**src/rtl/pic_pkg.sv**
```systemverilog
// Shared types and defaults for the UDP picture-RAM write sequencer.
package pic_pkg;

  localparam int unsigned PIC_W_DEF     = 80;
  localparam int unsigned PIC_H_DEF     = 80;
  localparam int unsigned PIC_BYTES_DEF = PIC_W_DEF * PIC_H_DEF * 2;
  localparam logic [7:0]  MAGIC_DEF     = 8'h5A;
  localparam int unsigned SOF_BIT       = 0;

  typedef enum logic [2:0] {
    ST_HDR0,
    ST_HDR1,
    ST_DATA,
    ST_COMMIT,
    ST_WAIT_BANK,
    ST_DISCARD
  } state_e;

endpackage

```
**src/rtl/pic_wr_stat.sv**
```systemverilog
// Committed-picture counter (wrapping) and error counter (saturating).
module pic_wr_stat (
  input  logic        clk_i,
  input  logic        rst_i,
  input  logic        commit_i,
  input  logic        err_i,
  output logic [15:0] frame_cnt_o,
  output logic [7:0]  err_cnt_o
);

  logic [15:0] frame_cnt_q;
  logic [7:0]  err_cnt_q;

  always_ff @(posedge clk_i or posedge rst_i) begin
    if (rst_i) begin
      frame_cnt_q <= '0;
      err_cnt_q   <= '0;
    end else begin
      if (commit_i) frame_cnt_q <= frame_cnt_q + 16'd1;
      if (err_i && (err_cnt_q != 8'hFF)) err_cnt_q <= err_cnt_q + 8'd1;
    end
  end

  assign frame_cnt_o = frame_cnt_q;
  assign err_cnt_o   = err_cnt_q;

endmodule

```
**src/rtl/pic_wr_ctrl.sv**
```systemverilog
// Parses UDP payload into double-buffered RGB565 pictures and drives RAM port A.
// Optional live statistics counters under `PIC_WR_STAT_EN.
module pic_wr_ctrl
  import pic_pkg::*;
#(
  parameter int unsigned PIC_W  = PIC_W_DEF,
  parameter int unsigned PIC_H  = PIC_H_DEF,
  parameter int unsigned ADDR_W = 16,
  parameter logic [7:0]  MAGIC  = MAGIC_DEF
) (
  input  logic              rgmii_clk,
  input  logic              rst,
  input  logic [7:0]        udp_rx_data,
  input  logic              udp_rx_en,
  input  logic              udp_rx_done,
  input  logic              disp_take,
  output logic              ram_wea,
  output logic [ADDR_W-1:0] ram_addra,
  output logic [7:0]        ram_dia,
  output logic              rd_bank,
  output logic              frame_ready,
  output logic [15:0]       frame_cnt,
  output logic [7:0]        err_cnt
);

  localparam int unsigned PIC_BYTES = PIC_W * PIC_H * 2;
  localparam int unsigned OFF_W     = $clog2(PIC_BYTES);

  state_e              state_q, state_d;
  logic                wr_bank_q, wr_bank_d;
  logic                rd_bank_q, rd_bank_d;
  logic                frame_ready_q, frame_ready_d;
  logic                frame_open_q, frame_open_d;
  logic                pkt_act_q, pkt_act_d;
  logic [OFF_W-1:0]    offset_q, offset_d;
  logic                ram_wea_q, ram_wea_d;
  logic [ADDR_W-1:0]   ram_addra_q, ram_addra_d;
  logic [7:0]          ram_dia_q, ram_dia_d;
  logic                commit_c;
  logic                err_c;

  always_ff @(posedge rgmii_clk or posedge rst) begin
    if (rst) begin
      state_q       <= ST_HDR0;
      wr_bank_q     <= 1'b1;
      rd_bank_q     <= 1'b0;
      frame_ready_q <= 1'b0;
      frame_open_q  <= 1'b0;
      pkt_act_q     <= 1'b0;
      offset_q      <= '0;
      ram_wea_q     <= 1'b0;
      ram_addra_q   <= '0;
      ram_dia_q     <= '0;
    end else begin
      state_q       <= state_d;
      wr_bank_q     <= wr_bank_d;
      rd_bank_q     <= rd_bank_d;
      frame_ready_q <= frame_ready_d;
      frame_open_q  <= frame_open_d;
      pkt_act_q     <= pkt_act_d;
      offset_q      <= offset_d;
      ram_wea_q     <= ram_wea_d;
      ram_addra_q   <= ram_addra_d;
      ram_dia_q     <= ram_dia_d;
    end
  end

  always_comb begin
    state_d       = state_q;
    wr_bank_d     = wr_bank_q;
    rd_bank_d     = rd_bank_q;
    frame_ready_d = frame_ready_q;
    frame_open_d  = frame_open_q;
    offset_d      = offset_q;
    ram_wea_d     = 1'b0;
    ram_addra_d   = ram_addra_q;
    ram_dia_d     = ram_dia_q;
    commit_c      = 1'b0;
    err_c         = 1'b0;
    // Tracks whether a packet is in flight, so WAIT_BANK knows where to resume.
    pkt_act_d     = udp_rx_done ? 1'b0 : (udp_rx_en ? 1'b1 : pkt_act_q);

    case (state_q)
      ST_HDR0: begin
        if (udp_rx_en) begin
          if (udp_rx_data == MAGIC) begin
            state_d = ST_HDR1;
          end else begin
            state_d = ST_DISCARD;
            err_c   = 1'b1;
          end
        end
      end
      ST_HDR1: begin
        if (udp_rx_en) begin
          if (udp_rx_data[SOF_BIT]) begin
            offset_d     = '0;
            frame_open_d = 1'b1;
            state_d      = ST_DATA;
            err_c        = frame_open_q;
          end else if (frame_open_q) begin
            state_d = ST_DATA;
          end else begin
            state_d = ST_DISCARD;
            err_c   = 1'b1;
          end
        end
      end
      ST_DATA: begin
        if (udp_rx_en) begin
          ram_wea_d   = 1'b1;
          ram_addra_d = wr_bank_q ? (ADDR_W'(PIC_BYTES) + ADDR_W'(offset_q))
                                  : ADDR_W'(offset_q);
          ram_dia_d   = udp_rx_data;
          offset_d    = offset_q + 1'b1;
          if (offset_q == OFF_W'(PIC_BYTES - 1)) state_d = ST_COMMIT;
        end
      end
      ST_COMMIT: begin
        rd_bank_d     = wr_bank_q;
        frame_ready_d = 1'b1;
        wr_bank_d     = ~wr_bank_q;
        frame_open_d  = 1'b0;
        commit_c      = 1'b1;
        state_d       = ST_WAIT_BANK;
      end
      ST_WAIT_BANK: begin
        if (disp_take && frame_ready_q) begin
          frame_ready_d = 1'b0;
          state_d = (udp_rx_done || (!pkt_act_q && !udp_rx_en)) ? ST_HDR0 : ST_DISCARD;
        end
      end
      ST_DISCARD: ;
      default: state_d = ST_HDR0;
    endcase

    // Packet end is applied after the byte of the same cycle has been handled.
    if (udp_rx_done && (state_d != ST_COMMIT) &&
        (state_q inside {ST_HDR0, ST_HDR1, ST_DATA, ST_DISCARD})) begin
      state_d = frame_ready_q ? ST_WAIT_BANK : ST_HDR0;
    end
  end

  assign ram_wea     = ram_wea_q;
  assign ram_addra   = ram_addra_q;
  assign ram_dia     = ram_dia_q;
  assign rd_bank     = rd_bank_q;
  assign frame_ready = frame_ready_q;

`ifdef PIC_WR_STAT_EN
  pic_wr_stat u_stat (
    .clk_i       (rgmii_clk),
    .rst_i       (rst),
    .commit_i    (commit_c),
    .err_i       (err_c),
    .frame_cnt_o (frame_cnt),
    .err_cnt_o   (err_cnt)
  );
`else
  logic unused_stat;
  assign unused_stat = commit_c ^ err_c;
  assign frame_cnt   = '0;
  assign err_cnt     = '0;
`endif

endmodule
```
**config.mk**
```make
export PLATFORM = sky130hd
export DESIGN_NAME = pic_wr_ctrl
export DESIGN_NICKNAME = d
export VERILOG_FILES = /design/src/rtl/pic_pkg.sv /design/src/rtl/pic_wr_stat.sv /design/src/rtl/pic_wr_ctrl.sv
export SDC_FILE = /design/constraint.sdc
export NUM_CORES = 1
export LEC_CHECK = 0
export CAP_MARGIN = 10
export CORE_ASPECT_RATIO = 0.5
export CORE_UTILIZATION = 45
export CTS_BUF_LIST = sky130_fd_sc_hd__clkbuf_8
export DETAILED_ROUTE_END_ITERATION = 12
export DONT_BUFFER_PORTS = 1
export PLACE_DENSITY = 0.59
export REMOVE_ABC_BUFFERS = 1
export SLEW_MARGIN = 20
export SYNTH_ARGS = -nofsm -noshare
export SYNTH_HDL_FRONTEND = slang
export SYNTH_SLANG_ARGS = --single-unit
```
**constraint.sdc**
```tcl
create_clock -name rgmii_clk -period 3.4 [get_ports rgmii_clk]
set_clock_uncertainty 0.05 [all_clocks]
set_input_delay 0.34 -clock rgmii_clk [delete_from_list [all_inputs] [get_ports rgmii_clk]]
set_output_delay 0.34 -clock rgmii_clk [all_outputs]
set_load 0.05 [all_outputs]
```
Yosys cells after proc, flatten, opt, wreduce, memory -nomap -nowiden
Cells that the tools add are included.
{"block": "classes", "n_eq_ne": 12, "addsub": 2, "n_bitwise": 1, "n_mux": 26, "reduce_logical": 17}
{"op": "14-bit two-way mux", "count": 3}
{"op": "3-bit two-way mux", "count": 11}
{"op": "14-bit one-hot mux with 2 select lines", "count": 1}
{"op": "3-bit one-hot mux with 6 select lines", "count": 1}
{"op": "14-bit by 14-bit adder with 15-bit output (first input constant)", "count": 1}
{"op": "15-bit two-way mux", "count": 1}
{"op": "14-bit by 1-bit adder with 14-bit output (second input constant)", "count": 1}
{"op": "14-bit equality test (second input constant)", "count": 1}
{"op": "8-bit by 7-bit equality test with 1-bit output (second input constant)", "count": 1}
{"op": "2-bit inequality test (second input constant)", "count": 4}
{"op": "2-bit nonzero test", "count": 4}
{"op": "1-bit two-way mux", "count": 7}
{"op": "3-bit by 2-bit equality test with 1-bit output (second input constant)", "count": 2}
{"op": "3-bit equality test (second input constant)", "count": 2}
{"op": "1-bit logical AND", "count": 4}
{"op": "1-bit one-hot mux with 2 select lines", "count": 2}
{"op": "2-bit AND reduction", "count": 2}
{"op": "4-bit AND reduction", "count": 1}
{"op": "4-bit nonzero test", "count": 1}
{"op": "3-bit by 1-bit equality test with 1-bit output (second input constant)", "count": 1}
{"op": "3-bit logical NOT", "count": 1}
{"op": "3-bit by 2-bit inequality test with 1-bit output (second input constant)", "count": 1}
{"op": "3-bit AND reduction", "count": 1}
{"op": "1-bit logical NOT", "count": 2}
{"op": "2 further kinds", "count": 2}
{"block": "totals", "regBits": 47, "wordCells": 68, "input_bits": 13, "output_inout_bits": 51}

Depth between registers and ports, before layout
{"block": "logic_depth", "depth_word": 10, "depth_mapped": 5, "ltp_nobuf": 5}

Worst setup path before layout
OpenSTA, ideal clock, no wires.
{"block": "synth_timing", "path_type": "input-to-reg", "from": "input udp_rx_data[7]", "to": "register state_q[2]", "arrival_ns": 1.524, "stages": 4, "t_required_ns": 3.225, "setup_slack_ns": 1.702, "setup_ns": 0.125, "n_path_buf": 0, "cell_sequence": "or4b_2 -> o211ai_1 -> o221ai_1 -> mux2_2"}
{"block": "synth_via", "elab_chain_len": 8}
{"item": "start: declaration", "line": "pic_wr_ctrl.sv:13", "text": "input logic [7:0] udp_rx_data,"}
{"item": "8-bit by 7-bit equality test with 1-bit output *", "line": "pic_wr_ctrl.sv:86", "text": "if (udp_rx_data == MAGIC) begin"}
{"item": "3-bit two-way mux *", "line": "pic_wr_ctrl.sv:86"}
{"item": "3-bit two-way mux *", "line": "pic_wr_ctrl.sv:85", "text": "if (udp_rx_en) begin"}
{"item": "3-bit one-hot mux with 6 select lines *", "line": "pic_wr_ctrl.sv:83", "text": "case (state_q)"}
{"item": "3-bit by 2-bit inequality test with 1-bit output", "line": "pic_wr_ctrl.sv:138", "text": "if (udp_rx_done && (state_d != ST_COMMIT) &&"}
{"item": "1-bit logical AND (2 in series)", "line": "pic_wr_ctrl.sv:138"}
{"item": "3-bit two-way mux *", "line": "pic_wr_ctrl.sv:138"}
{"item": "net state_d[2]", "line": "pic_wr_ctrl.sv:29", "text": "state_e state_q, state_d;"}
{"item": "end signal: assignment", "line": "pic_wr_ctrl.sv:55", "text": "state_q <= state_d;"}
{"item": "end: declaration", "line": "pic_wr_ctrl.sv:29"}
The timed path passes the listed nets; every way through them passes the cells marked *.
A chain may end at the register's enable or synchronous reset.

Worst setup path after layout
{"block": "layout_timing", "from": "register state_q[0]", "to": "register offset_q[13]"}
{"block": "layout_via", "elab_chain_len": 3, "word_cells_on_any_way": 8, "cone_classes": "5 x eq/ne; 1 x mux; 2 x reduce/logical"}
{"item": "3-bit by 2-bit equality test with 1-bit output / 3-bit by 1-bit equality test with 1-bit output (equally long branches)", "line": "pic_wr_ctrl.sv:83"}
{"item": "2-bit inequality test (no source line) / 2-bit nonzero test (equally long branches)"}
{"item": "4-bit AND reduction (no source line)"}
{"item": "end signal: assignment", "line": "pic_wr_ctrl.sv:61", "text": "offset_q <= offset_d;"}
{"item": "end: declaration", "line": "pic_wr_ctrl.sv:35", "text": "logic [OFF_W-1:0] offset_q, offset_d;"}
Parallel ways exist; a longest one is shown, timed or not.

==> impl_metrics.csv <==
group,metric,value,unit
outcome,status,"complete, but fails checks",
outcome,violations,"negative hold slack",
global_route,grt_use_total,16.5,%
die,rows,18,
logic_synthesis,yosysTopAreaCellShare,47.1,%
logic_synthesis,synth_top_family_by_area,"simple AND/OR/NAND/NOR gates",
setup_path,critical_path_depth,4,
die,die_h,53.6,µm
placement,numPortBuffers,0,
detailed_routing,drc,0,
sta,worstMarginPinSlew,0.794,ns
setup_path,critical_path_class,"reg2reg",
setup_path,crit_path_end_kind,"flop",
detailed_routing,vias,1580,
die,die-area,5630,µm²
setup_path,cp_top_family,"simple AND/OR/NAND/NOR gates",
global_route,grt_pass1_vias,1484,
layout,fillers,479,
clocking,postCtsResizedCells,0,
clocking,cts_max_level,2,
die,core_region_area,5020,µm²
logic_synthesis,synthXorXnorAreaFrac,2.93,%
sta,fmax,501,MHz
layout,register_area,1150,µm²
logic_synthesis,synth_cell_types,47,
sta,rsz0062_at_grt,"no",
global_route,grt_antenna_before_repair,0,
setup_path,critPathMaxFanout,14,
power,p_int,1.08,mW
logic_synthesis,async_flop_share,100,%
logic_synthesis,yosys.area_share.adder,1.05,%
logic_synthesis,syn_area_per_cell,10.4,µm²
power,powerDensity,842,nW/µm²
placement,dpl.hpwl,2980,µm
sta,fin_setup_tns,0,ns
sta,period_needed,2.00,ns
layout,area_delta_synth_final,1.36,%
detailed_routing,finalWirelength,4270,µm
detailed_routing,antenna_left,0,
layout,drive_above_1_share,14.6,%
setup_path,slowest_delay,0.53,ns
clocking,clock_latency,0.30,ns
clocking,root_buffer,"clkbuf_8",
sta,maxSlewViolCount,0,
sta,relSlewSlack,47.0,%
layout,multi_input_area,1060,µm²
global_route,grt_max_degree,47,
power,p_comb_share,22.0,%
clocking,cts.sinks,46,
logic_synthesis,yosysSeqAreaShare,48.2,%
sta,setup_viol,0,
setup_path,cp_slowest_cell,"dfrtp_1",
logic_synthesis,synthTopCellsByArea,"dfrtp_1 (47%), mux2_2 (8.9%), buf_4 (7.8%)",
sta,finalWorstSetupSlack,1.40,ns
power,switching_share,47.1,%
logic_synthesis,synthCells,230,
setup_path,cp_cell_sequence,"nand2b_1 -> a211o_1 -> or4_1 -> a21oi_1",
die,start_util,47.6,%
global_route,grt_pass1_wl,6990,µm
detailed_routing,firstDrtPassIters,4,
power,ir_drop,0.000491,V
power,seqPwrFrac,61.9,%
logic_synthesis,synthMuxAreaShare,10.2,%
die,fp.dieW,105,µm
min_path,hp-class,"in2async",
logic_synthesis,netlist_top_cells_count,"dfrtp_1 (45), buf_4 (25), mux2_2 (19)",
clocking,clockBufferDepth,2,
layout,antenna-diode-count,0,
logic_synthesis,yosys_warnings,0,
job,drv_cap,0,
setup_path,path_buf_inv,0,
logic_synthesis,synth_compound_area_share,11.2,%
setup_path,cp.required,3.58,ns
power,p_leak,1.08,nW
clocking,cts_tree,"yes",
setup_path,ff2ff_path_depth,4,
setup_path,worstPathArrival,2.17,ns
detailed_routing,post_drt_wl_per_cell,14.4,µm
layout,fin_nets,242,
sta,fin_hold_ws,-0.00492,ns
global_route,grt_overflow,0,
sta,fin_crit_sh,58.8,%
detailed_routing,viasPerCell,5.34,
clocking,clk_pin_slew,0.08,ns
placement,pre_cts_ws,1.42,ns
logic_synthesis,ys_ff_latch,46,
die,io_pins,64,
logic_synthesis,synth-simple-area-share,15.1,%
detailed_routing,drt_iter0_markers,37,
logic_synthesis,synth_top_area_cell,"dfrtp_1",
logic_synthesis,yosysMostFrequentCell,"dfrtp_1",
placement,gp_congestion,0.772,
clocking,hold_buffers,0,
sta,hold_viol_final,3,
clocking,numCtsBuffers,5,
logic_synthesis,synth_edf_count,0,
clocking,cts_setup_buffers,0,
power,power.switching,962,µW
setup_path,crit_path_start_kind,"flop",
logic_synthesis,syn-cell-area,2390,µm²
logic_synthesis,ys.flop_type,"dfrtp_1",
power,p_clk_share,16.1,%
-- flip-flops by register name (all words and copies together), names as in the netlist, 3 cells and up --
| register | flops |
|---|---|
| ram_addra | 15 |
| ram_dia | 8 |
| offset_q | 14 |
| state_q | 3 |
-- layout make-up --
| type | instances | area share (%) |
|---|---|---|
| Inverter | 8 | 1.29 |
| Tap cell | 70 | 3.61 |
| Clock buffer | 6 | 3.41 |
| Multi-Input combinational cell | 165 | 43.9 |
| Sequential cell | 46 | 47.5 |
| Timing Repair Buffer | 1 | 0.310 |
-- cell usage in the layout (no fill, tap or decap), drive strengths merged, types with 3 or more instances in the layout --
cell	instances
conb	25
clkbuf	6
nor2	13
or3	4
xnor2	4
dfrtp	45
nand3	3
a21oi	18
a211oi	3
xor2	4
nor2b	4
mux2i	3
mux2	19
o21ai	9
inv	7
or4	4
nand4	4
o31ai	4
nand2	15
-- metrics by stage --
stage	cells	total power [mW]	utilization, %	cell area, µm²
final	296	2.04	48.3	2420
after global routing	296	2.16	48.3	2420
after CTS	296	2.06	48.3	2420
after detailed placement	290	1.73	46.6	2340
after global placement	290	1.71	46.6	2340
after floorplan	219	1.62	-	2250
-- metal layers --
layer	vias up	GRT usage (%)	part of all wire, %
met4	0	5.63	1.2
met3	9	5.57	7.1
met5	-	0	0
li1	745	-	-
met2	67	27.0	44
met1	759	21.0	47
-- worst paths after layout --
kind	from	endpoint	slack, ns
min in group rgmii_clk	udp_rx_data[1]	ram_dia[1]$_DFFE_PP0P_	0.14
max in group asynchronous	rst	offset_q[6]$_DFFE_PP0P_	2.84
worst min-delay path	rst	ram_addra[9]$_DFFE_PP0P_	-0.005
worst min register to register	pkt_act_q$_DFFE_PP0P_	pkt_act_q$_DFFE_PP0P_	0.46
worst max-delay path	state_q[0]$_DFF_PP0_	offset_q[13]$_DFFE_PP0P_	1.40
worst max register to register	state_q[0]$_DFF_PP0_	offset_q[13]$_DFFE_PP0P_	1.40
-- logic make-up after synthesis --
family                     after synthesis
and+or+nand+nor                         64
DFF                                     46
AOI/OAI and AO/OA                       44
buffers and inverters                   43
muxes                                   22
xor gates and xnor gates                 8
adders and majority gates                2
other                                    1
-- power groups by stage --
stage / clock network, mW / registers (mW) / logic [mW]
finish: 0.329 / 1.26 / 0.448
floorplan: 0 / 1.22 / 0.394
detailed placement: 0 / 1.28 / 0.450
global placement: 0 / 1.27 / 0.440
CTS: 0.341 / 1.27 / 0.452
global route: 0.355 / 1.30 / 0.499
(Power assumes the default switching activity.)
